$ cat config.mk
export PLATFORM = sky130hd
export DESIGN_NAME = bit_serial_deserializer
export DESIGN_NICKNAME = d
export VERILOG_FILES = /design/src/rtl/bit_serial_pkg.sv /design/src/rtl/bit_serial_deserializer.sv
export SDC_FILE = /design/constraint.sdc
export NUM_CORES = 1
export LEC_CHECK = 0
export CAP_MARGIN = 5
export CORE_UTILIZATION = 45
export CTS_BUF_LIST = sky130_fd_sc_hd__clkbuf_8
export DETAILED_ROUTE_END_ITERATION = 7
export PLACE_DENSITY_LB_ADDON = 0.05
export SLEW_MARGIN = 40
export SYNTH_ARGS = -nofsm -noshare
export SYNTH_HDL_FRONTEND = slang
export SYNTH_SLANG_ARGS = --single-unit
$ cat constraint.sdc
create_clock -name clk -period 1.3 [get_ports clk]
set_clock_uncertainty 0.15 [all_clocks]
set_input_delay 0.26 -clock clk [delete_from_list [all_inputs] [get_ports clk]]
set_output_delay 0.26 -clock clk [all_outputs]
set_load 0.02 [all_outputs]
$ cat src/rtl/bit_serial_pkg.sv
// Shared definitions for the bit-serial adder datapath (source, adder, deserializer).
package bit_serial_pkg;

  localparam int unsigned DEFAULT_WIDTH = 8;

  typedef enum logic [1:0] {
    StIdle  = 2'd0,
    StShift = 2'd1,
    StHold  = 2'd2
  } state_e;

endpackage

$ cat src/rtl/bit_serial_deserializer.sv
// Collects an LSB-first serial stream into a WIDTH-bit word and offers it on a
// valid/ready handshake.
module bit_serial_deserializer
  import bit_serial_pkg::*;
#(
  parameter int unsigned WIDTH = DEFAULT_WIDTH,
  parameter int unsigned CNT_W = $clog2(WIDTH + 1)
) (
  input  logic             clk,
  input  logic             rst,
  input  logic             start,
  input  logic             bit_in,
  input  logic             bit_valid,
  input  logic             out_ready,
  output logic [WIDTH-1:0] data_out,
  output logic             out_valid,
  output logic             busy,
  output logic [CNT_W-1:0] bit_count
);

  state_e           state_q, state_d;
  logic [WIDTH-1:0] shreg_q, shreg_d;
  logic [WIDTH-1:0] data_q, data_d;
  logic [CNT_W-1:0] cnt_q, cnt_d;
  logic             valid_q, valid_d;
  logic [WIDTH-1:0] shifted;
  logic             frame_done;

  assign shifted = {bit_in, shreg_q[WIDTH-1:1]};

  // Single end-of-frame strobe shared by the FSM and the data_out load.
  assign frame_done = (state_q == StShift) && !start && bit_valid &&
                      (cnt_q == CNT_W'(WIDTH - 1));

  always_comb begin
    state_d = state_q;
    shreg_d = shreg_q;
    data_d  = data_q;
    cnt_d   = cnt_q;
    valid_d = valid_q;
    unique case (state_q)
      StIdle: begin
        if (start) begin
          shreg_d = '0;
          cnt_d   = '0;
          state_d = StShift;
        end
      end
      StShift: begin
        if (start) begin
          // Abort: the bit presented this cycle is dropped with the frame.
          shreg_d = '0;
          cnt_d   = '0;
        end else if (frame_done) begin
          shreg_d = shifted;
          data_d  = shifted;
          valid_d = 1'b1;
          cnt_d   = '0;
          state_d = StHold;
        end else if (bit_valid) begin
          shreg_d = shifted;
          cnt_d   = cnt_q + CNT_W'(1);
        end
      end
      StHold: begin
        if (out_ready) begin
          valid_d = 1'b0;
          if (start) begin
            shreg_d = '0;
            cnt_d   = '0;
            state_d = StShift;
          end else begin
            state_d = StIdle;
          end
        end
      end
      default: begin
        state_d = StIdle;
        valid_d = 1'b0;
        cnt_d   = '0;
      end
    endcase
  end

  always_ff @(posedge clk) begin
    if (rst) begin
      state_q <= StIdle;
      shreg_q <= '0;
      data_q  <= '0;
      cnt_q   <= '0;
      valid_q <= 1'b0;
    end else begin
      state_q <= state_d;
      shreg_q <= shreg_d;
      data_q  <= data_d;
      cnt_q   <= cnt_d;
      valid_q <= valid_d;
    end
  end

  assign data_out  = data_q;
  assign out_valid = valid_q;
  assign busy      = (state_q == StShift);
  assign bit_count = cnt_q;

endmodule

==> results.yml, run 1 <==
clock_tree:
  cts_max_path_buffers: 2
  cts_tree: "built"
  clock_latency_ps: 260
  cts-root-buf: "clkbuf_8"
  htreeDepth: 1
  cts_hold_buf: 0
  tritoncts.num_buffers: 3
  clock_sinks: 22
  path_clk_slew_ps: 80
critical_path:
  worstPathMaxFanout: 7
  timing.reg2reg.setup_slack_ps: -150
  startpoint_type: "flip-flop"
  cp_slowest_stage_delay_ps: 330
  cp.required_ps: 1340
  path_cells: "buf_6 > nor3b_4 > nor2b_1 > buf_4 > mux2i_1"
  r2r_cells: 5
  worstSetupStartpoint: "state_q[1]"
  r2r_end: "data_out[0]"
  worst-endpoint-arrival_ps: 1490
  slowest_stage: "dfxtp_2"
  crit_type: "reg -> reg"
  critPathCaptureType: "flip-flop"
  rr_startpoint: "state_q[1]"
die:
  top_level_ports: 20
  initial_core_util: 0.484
  die_h_um: 48.4
  dieArea_um2: 2340
  rows: 16
  core_um2: 2000
  die_width_um: 48.4
drt:
  drtIter0Drc: 21
  viasPerCell: 4.98
  drc: 0
  wirelength_mm: 2.15
  vias: 841
  ant_nets: 0
  drt-pass1-iter-count: 4
  wl_per_cell_um: 12.7
placement:
  dp_cells: 160
  dp_hpwl_mm: 1.42
  io_buffers: 19
  gp_congestion: 0.851
  placed_area_um2: 1320
layout:
  seq_area_um2: 452
  layout-drive-gt1-share: 0.444
  multi_input_area_um2: 538
  nets: 150
  n_fill_cell: 161
  post-route-cell-area_um2: 1480
  final-instance-count-excl-fill: 169
  diodes: 0
  area_delta_synth_final_pct: 53.1
synth:
  synth_edf_count: 0
  ys_ff_latch: 22
  async_flop_share: 0
  yosysTopAreaCellShare: 0.455
  yosysUniqueCellTypes: 34
  netlist_instances: 101
  seq_area_frac_synth: 0.455
  synthTopCellsByCount: "dfxtp_1, nand2_1, mux2i_1"
  yosys.area.top_type: "dfxtp_1"
  synth.most_common_cell: "dfxtp_1"
  synthFlopType: "dfxtp_1"
  yosys_warnings: 0
  synth_fp_nets: 108
  avgSynthCellArea_um2: 9.59
  syn_area_um2: 968
  synthTopCellsByArea: "dfxtp_1, mux2i_1, nand2_1"
global_routing:
  grt_max_degree: 18
  grt_use_met1: 0.259
  grt_usage: 0.189
  grt_pass1_vias: 748
  globalRoute.totalOverflow: 0
  use_met2: 0.312
  grt_pass1_wl_mm: 3.46
  antenna_found_initial: 0
  grtUsageMet3: 0.0283
  busiest_layer: "met2"
sta:
  slew_headroom: 0.809
  finalHoldViolCount: 0
  period_minus_slack_ps: 1450
  max_clock_freq_mhz: 691
  tns_ps: -1620
  hold_slack_ps: 235
  rsz0062_at_grt: "true"
  setup_viol: 19
  final.period_utilization: 1.11
  final_max_slew_viol_count: 0
  tightest_slew_ps: 287
  worst_slack_ps: -148
power_and_ir_drop:
  leakagePower_nw: 0.603
  power_density_nw_per_um2: 1070
  finalPower_mw: 1.58
  ir_worst_vdd_uv: 989
hold_path:
  whs_path_depth: 3
  hold_path.class: "in -> reg"
  hold_start: "rst"
  holdPathEnd: "state_q[1]"
run_status:
  violations: "setup timing"
  status: "finished with violations"
job:
  maxCapViolCount: 0
worst max-delay path, delay by kind of cell (launching register included):
kind	cells	cell delay [ps]
AND/OR/NAND/NOR	2	370
buffers and inverters	2	320
multiplexers	1	200
flip-flops	1	330
area by class of cell:
type / instances / share of cell area
inverter: 5 / 0.0127
tap: 27 / 0.0228
sequential: 22 / 0.305
timing repair buffer: 43 / 0.249
clock inverter: 1 / 0.0203
multi-input combinational: 68 / 0.363
clock buffer: 3 / 0.0278
per-layer routing:
| layer | wire (um) | share of wire | vias to the layer above |
|---|---|---|---|
| met1 | 984 | 0.46 | 384 |
| li1 | - | - | 439 |
| met4 | 10 | 0.0046 | 0 |
| met5 | 0 | 0 | - |
| met2 | 1080 | 0.50 | 16 |
| met3 | 79 | 0.037 | 2 |
power by group:
group / switching, mW / total, mW / leakage, nW / internal [mW]
logic: 0.113 / 0.238 / 0.387 / 0.125
registers: 0.0177 / 0.715 / 0.180 / 0.697
clock network: 0.220 / 0.631 / 0.0357 / 0.411
total: 0.351 / 1.58 / 0.603 / 1.23
per-stage QoR:
| step | setup slack [ps] | util |
|---|---|---|
| 2_1_floorplan | -20.8 | - |
| 3_3_place_gp | -459 | 0.657 |
| 3_5_place_dp | -513 | 0.657 |
| 4_1_cts | -108 | 0.732 |
| 5_1_grt | -224 | 0.741 |
| 6_report | -148 | 0.741 |
sequential cells by signal, summed over array words and instances, names as in the netlist:
register   flops
data_out       8
shreg_q        7
bit_count      4
state_q        2
out_valid      1
worst max path at each step:
stage	to	slack, ps	cells after the start
3_3_place_gp	shreg_q[4]	-460	4
2_1_floorplan	data_out[0]	-20	5
3_5_place_dp	data_out[0]	-510	5
4_1_cts	data_out[0]	-110	5
6_report	data_out[0]	-150	5
5_1_grt	data_out[0]	-220	5
placed cells by master, fill, tap and decap left out, drive strengths merged, types with 4 or more instances in the layout:
cell           Yosys  layout
nand2             19      19
a22o               7       7
clkdlybuf4s15      0       6
dfxtp             22      22
nor2               4       4
mux2i              8       8
o21ai              4       4
buf                5      32
inv                5       5
timing repair:
action,4_1_cts,5_1_grt
gates resized for setup,64,16
endpoints found under the setup margin,36,27
buffers inserted,5,2
pin swaps,8,3
logic make-up (layout without fill, tap and decap cells):
group / Yosys count / in the layout / share of synthesized area
and+or+nand+nor: 37 / 37 / 0.196
AOI/OAI and AO/OA: 22 / 22 / 0.193
DFF: 22 / 22 / 0.455
buffers and inverters: 11 / 52 / 0.0607
muxes: 8 / 8 / 0.0827
adders and majority gates: 1 / 1 / 0.0129
No activity file was read; power rests on OpenSTA's default activity.
==> inputs of run 2 (changes only) <==
Settings changed: CORE_UTILIZATION 45 to 47, REMOVE_ABC_BUFFERS set to 1, TNS_END_PERCENT set to 100.
==> run 2 against run 1 <==
Against the previous run: the run still ends with setup timing left; non-clock buffer count rose by 5; die area fell by 4.1%; global-route usage rose by 7.9 points; critical path depth fell by 1; flip-flop and latch count did not move; utilization rose by 4.5 points; clock power rose by 4.4%; worst hold slack improved by 72 ps; wire length rose by 26%; via count rose by 12%; critical path type unchanged; critical endpoint is now shreg_q[3].
==> results.yml, run 2 (same netlist as run 1, synthesis figures left out) <==
sta:
  tightest_slew_ps: 377
  max_clock_freq_mhz: 690
  rsz0062_at_grt: "true"
  finalHoldViolCount: 0
  period_minus_slack_ps: 1450
  final_max_slew_viol_count: 0
  final.period_utilization: 1.11
  setup_viol: 23
  slew_headroom: 0.748
  worst_slack_ps: -148
global_routing:
  grt_use_met1: 0.357
  busiest_layer: "met2"
  grt_pass1_vias: 903
  globalRoute.totalOverflow: 0
  use_met2: 0.422
  antenna_found_initial: 0
  grt_pass1_wl_mm: 4.17
  grtUsageMet3: 0.0500
  grt_usage: 0.268
  grt_max_degree: 18
placement:
  io_buffers: 19
  pre_cts_ws_ps: -523
  dp_cells: 160
  gp_congestion: 0.802
  dp_hpwl_mm: 1.42
layout:
  area_delta_synth_final_pct: 57.6
  layout-drive-gt1-share: 0.476
  diodes: 0
  largest_reg_flops: 8
  n_fill_cell: 135
  seq_area_um2: 447
  final_common_cell: "buf_4"
  nets: 155
  layout_common_cells: "buf_4, nand2_1, dfxtp_1, buf_6"
  final-instance-count-excl-fill: 174
  multi_input_area_um2: 558
critical_path:
  critPathCaptureType: "flip-flop"
  worstSetupStartpoint: "state_q[0]"
  rr_startpoint: "state_q[0]"
  worst-endpoint-arrival_ps: 1510
  worstPathMaxFanout: 7
  cp.required_ps: 1360
  r2r_end: "shreg_q[3]"
  timing.reg2reg.setup_slack_ps: -150
  r2r_cells: 4
  crit_type: "reg -> reg"
  crit_path_end: "shreg_q[3]"
  startpoint_type: "flip-flop"
power_and_ir_drop:
  leakagePower_nw: 0.628
  power_density_nw_per_um2: 1090
  finalPower_mw: 1.67
  ir_worst_vdd_uv: 1180
clock_tree:
  cts-root-buf: "clkbuf_8"
  cts_tree: "built"
  htreeDepth: 1
  path_clk_slew_ps: 90
  clock_sinks: 22
  clock_latency_ps: 270
  cts_hold_buf: 0
  tritoncts.num_buffers: 3
  cts_max_path_buffers: 2
hold_path:
  whs_path_depth: 2
  hold_start: "data_out[1]"
  hold_path.class: "reg -> reg"
run_status:
  status: "finished with violations"
  violations: "setup timing"
die:
  core_um2: 1940
  initial_core_util: 0.499
  die_h_um: 47.4
  rows: 16
  die_width_um: 47.4
  top_level_ports: 20
  dieArea_um2: 2250
drt:
  drc: 0
  drtIter0Drc: 36
  viasPerCell: 5.40
  vias: 939
  wl_per_cell_um: 15.6
  wirelength_mm: 2.72
  ant_nets: 0
  drt-pass1-iter-count: 4
job:
  maxCapViolCount: 0
## run 2: cell types whose count changed in the layout (fill, tap and decap cells not counted), sizes merged
cell,previous run,this run
buf,32,40
dlygate4sd2,2,3
dlymetal6s2s,1,0
clkdlybuf4s15,6,3
## run 2: through the flow
stage	hold WS, ps	area [um^2]	setup TNS (ps)	utilization
3_3_place_gp	293	1290	-10360	0.667
4_1_cts	313	1530	-2000	0.789
5_1_grt	336	1530	-3800	0.786
6_report	306	1530	-2430	0.786
3_5_place_dp	295	1290	-10780	0.667
2_1_floorplan	179	928	-4390	-
## run 2: repair_timing
action,in CTS,in global routing
setup endpoints to repair,36,31
cloned,0,0
resized for setup,81,14
pin swaps,12,5
buffers inserted,10,1
## run 2: layout make-up
type	instances	share of cell area
multi-input combinational	68	0.366
clock inverter	1	0.0197
clock buffer	3	0.0270
inverter	5	0.0123
timing repair buffer	48	0.261
sequential	22	0.293
tap	27	0.0221
## run 2: power by group
part           total (mW)  switching (mW)  internal [mW]
Sequential          0.712          0.0175          0.694
Clock               0.659           0.247          0.412
Combinational       0.300           0.135          0.165
Total                1.67           0.400           1.27
## run 2: metal layers
metal	vias up	share of wire	wire, um
met4	0	0.011	31
met5	-	0	0
met1	452	0.45	1230
li1	450	-	-
met3	4	0.041	111
met2	33	0.50	1350
## run 2: critical path: stages (launching register included)
cell and delay (ps):
dfxtp_2 340, buf_6 100, and3b_4 210, a211oi_4 370
a22o_1 210
## run 2: how the worst min path moves through the flow
stage	to	slack, ps
floorplan	out_valid	180
global placement	data_out[5]	290
detailed placement	data_out[7]	290
CTS	data_out[1]	310
global route	state_q[1]	340
finish	data_out[1]	310
==> inputs of run 3 (changes only) <==
Settings changed: PLACE_DENSITY set to 0.82, PLACE_DENSITY_LB_ADDON 0.05 to unset.
==> run 3 against run 2 <==
Against the previous run: the flow still finishes with violations (setup timing); sequential share of layout area up 1.7 points; global-route usage down 3.8 points; non-clock buffer count down 4; setup slack better by 15 ps; critical path type unchanged; largest power group unchanged; cell area down 5.1%.
==> results.yml, run 3 (same netlist as run 1, synthesis figures left out) <==
critical_path:
  crit_type: "reg -> reg"
  cp.required_ps: 1350
  worstSetupStartpoint: "state_q[1]"
  startpoint_type: "flip-flop"
  worst-endpoint-arrival_ps: 1480
  crit_path_end: "data_out[1]"
  r2r_end: "data_out[1]"
  rr_startpoint: "state_q[1]"
  critPathCaptureType: "flip-flop"
  worstPathMaxFanout: 7
  r2r_cells: 5
  timing.reg2reg.setup_slack_ps: -130
sta:
  worst_slack_ps: -133
  setup_viol: 19
  rsz0062_at_grt: "true"
  hold_slack_ps: 307
  final_max_slew_viol_count: 0
  finalHoldViolCount: 0
  tightest_slew_ps: 356
  final.period_utilization: 1.10
  period_minus_slack_ps: 1430
  tns_ps: -2120
  slew_headroom: 0.762
  max_clock_freq_mhz: 698
global_routing:
  grt_usage: 0.229
  globalRoute.totalOverflow: 0
  grt_max_degree: 18
  antenna_found_initial: 0
  grt_pass1_vias: 767
  grt_pass1_wl_mm: 3.46
layout:
  layout-drive-gt1-share: 0.420
  layout_common_cells: "buf_4, nand2_1, dfxtp_1, mux2i_1, buf_2"
  largest_reg_flops: 8
  final_common_cell: "buf_4"
  diodes: 0
  area_delta_synth_final_pct: 49.6
  final-instance-count-excl-fill: 170
  nets: 151
  n_fill_cell: 133
  final_util: 0.746
  post-route-cell-area_um2: 1450
die:
  core_um2: 1940
  initial_core_util: 0.499
  die_h_um: 47.4
  dieArea_um2: 2250
  rows: 16
  top_level_ports: 20
  die_width_um: 47.4
job:
  maxCapViolCount: 0
placement:
  gp_congestion: 0.819
  dp_hpwl_mm: 1.46
  pre_cts_ws_ps: -475
  dp_cells: 159
  io_buffers: 19
  placed_area_um2: 1290
drt:
  drc: 0
  ant_nets: 0
  drt-pass1-iter-count: 4
  drtIter0Drc: 17
  viasPerCell: 5.31
  wl_per_cell_um: 14.8
  vias: 902
  wirelength_mm: 2.51
hold_path:
  hold_path.class: "reg -> reg"
power_and_ir_drop:
  power_density_nw_per_um2: 1120
  finalPower_mw: 1.62
  ir_worst_vdd_uv: 1160
  leakagePower_nw: 0.603
clock_tree:
  clock_latency_ps: 270
  htreeDepth: 1
  path_clk_slew_ps: 80
  cts_tree: "built"
  cts_max_path_buffers: 2
  tritoncts.num_buffers: 3
  clock_sinks: 22
  cts-root-buf: "clkbuf_8"
  cts_hold_buf: 0
run_status:
  violations: "setup timing"
  status: "finished with violations"
==> run 3: timing repair <==
item	CTS	global route
resized for setup	66	13
setup endpoints to repair	36	29
pin swaps	15	10
setup buffers	6	3
==> run 3: critical path, stage by stage (launching register included) <==
cell     delay (ps)
dfxtp_2         330
buf_6           120
nor3b_4         210
nor2b_1         150
buf_4           190
mux2i_1         190
==> run 3: area by class of cell <==
class	count	area (um^2)	area share
sequential	22	448	0.309
clock inverter	1	30.0	0.0207
timing repair buffer	44	349	0.241
tap	27	33.8	0.0233
multi-input combinational	68	528	0.364
clock buffer	3	41.3	0.0285
inverter	5	18.8	0.0130
==> run 3: worst min path at each step <==
stage	slack [ps]	from	end	cells past startpoint
5_1_grt	330	out_ready	state_q[1]	5
3_5_place_dp	300	data_out[2]	data_out[2]	2
4_1_cts	310	data_out[2]	data_out[2]	2
6_report	310	data_out[3]	data_out[3]	2
2_1_floorplan	180	rst	out_valid	1
3_3_place_gp	290	data_out[4]	data_out[4]	2
==> run 3: where the power goes <==
group / internal, mW / total (mW) / switching (mW)
Clock: 0.411 / 0.643 / 0.232
Combinational: 0.136 / 0.257 / 0.121
Sequential: 0.699 / 0.719 / 0.0198
==> run 3: metal layers <==
| layer | vias to the layer above | GRT usage | share of wire |
|---|---|---|---|
| li1 | 440 | - | - |
| met1 | 420 | 0.297 | 0.43 |
| met2 | 29 | 0.351 | 0.48 |
| met3 | 13 | 0.0500 | 0.056 |
| met4 | 0 | 0.131 | 0.032 |
| met5 | - | 0 | 0 |
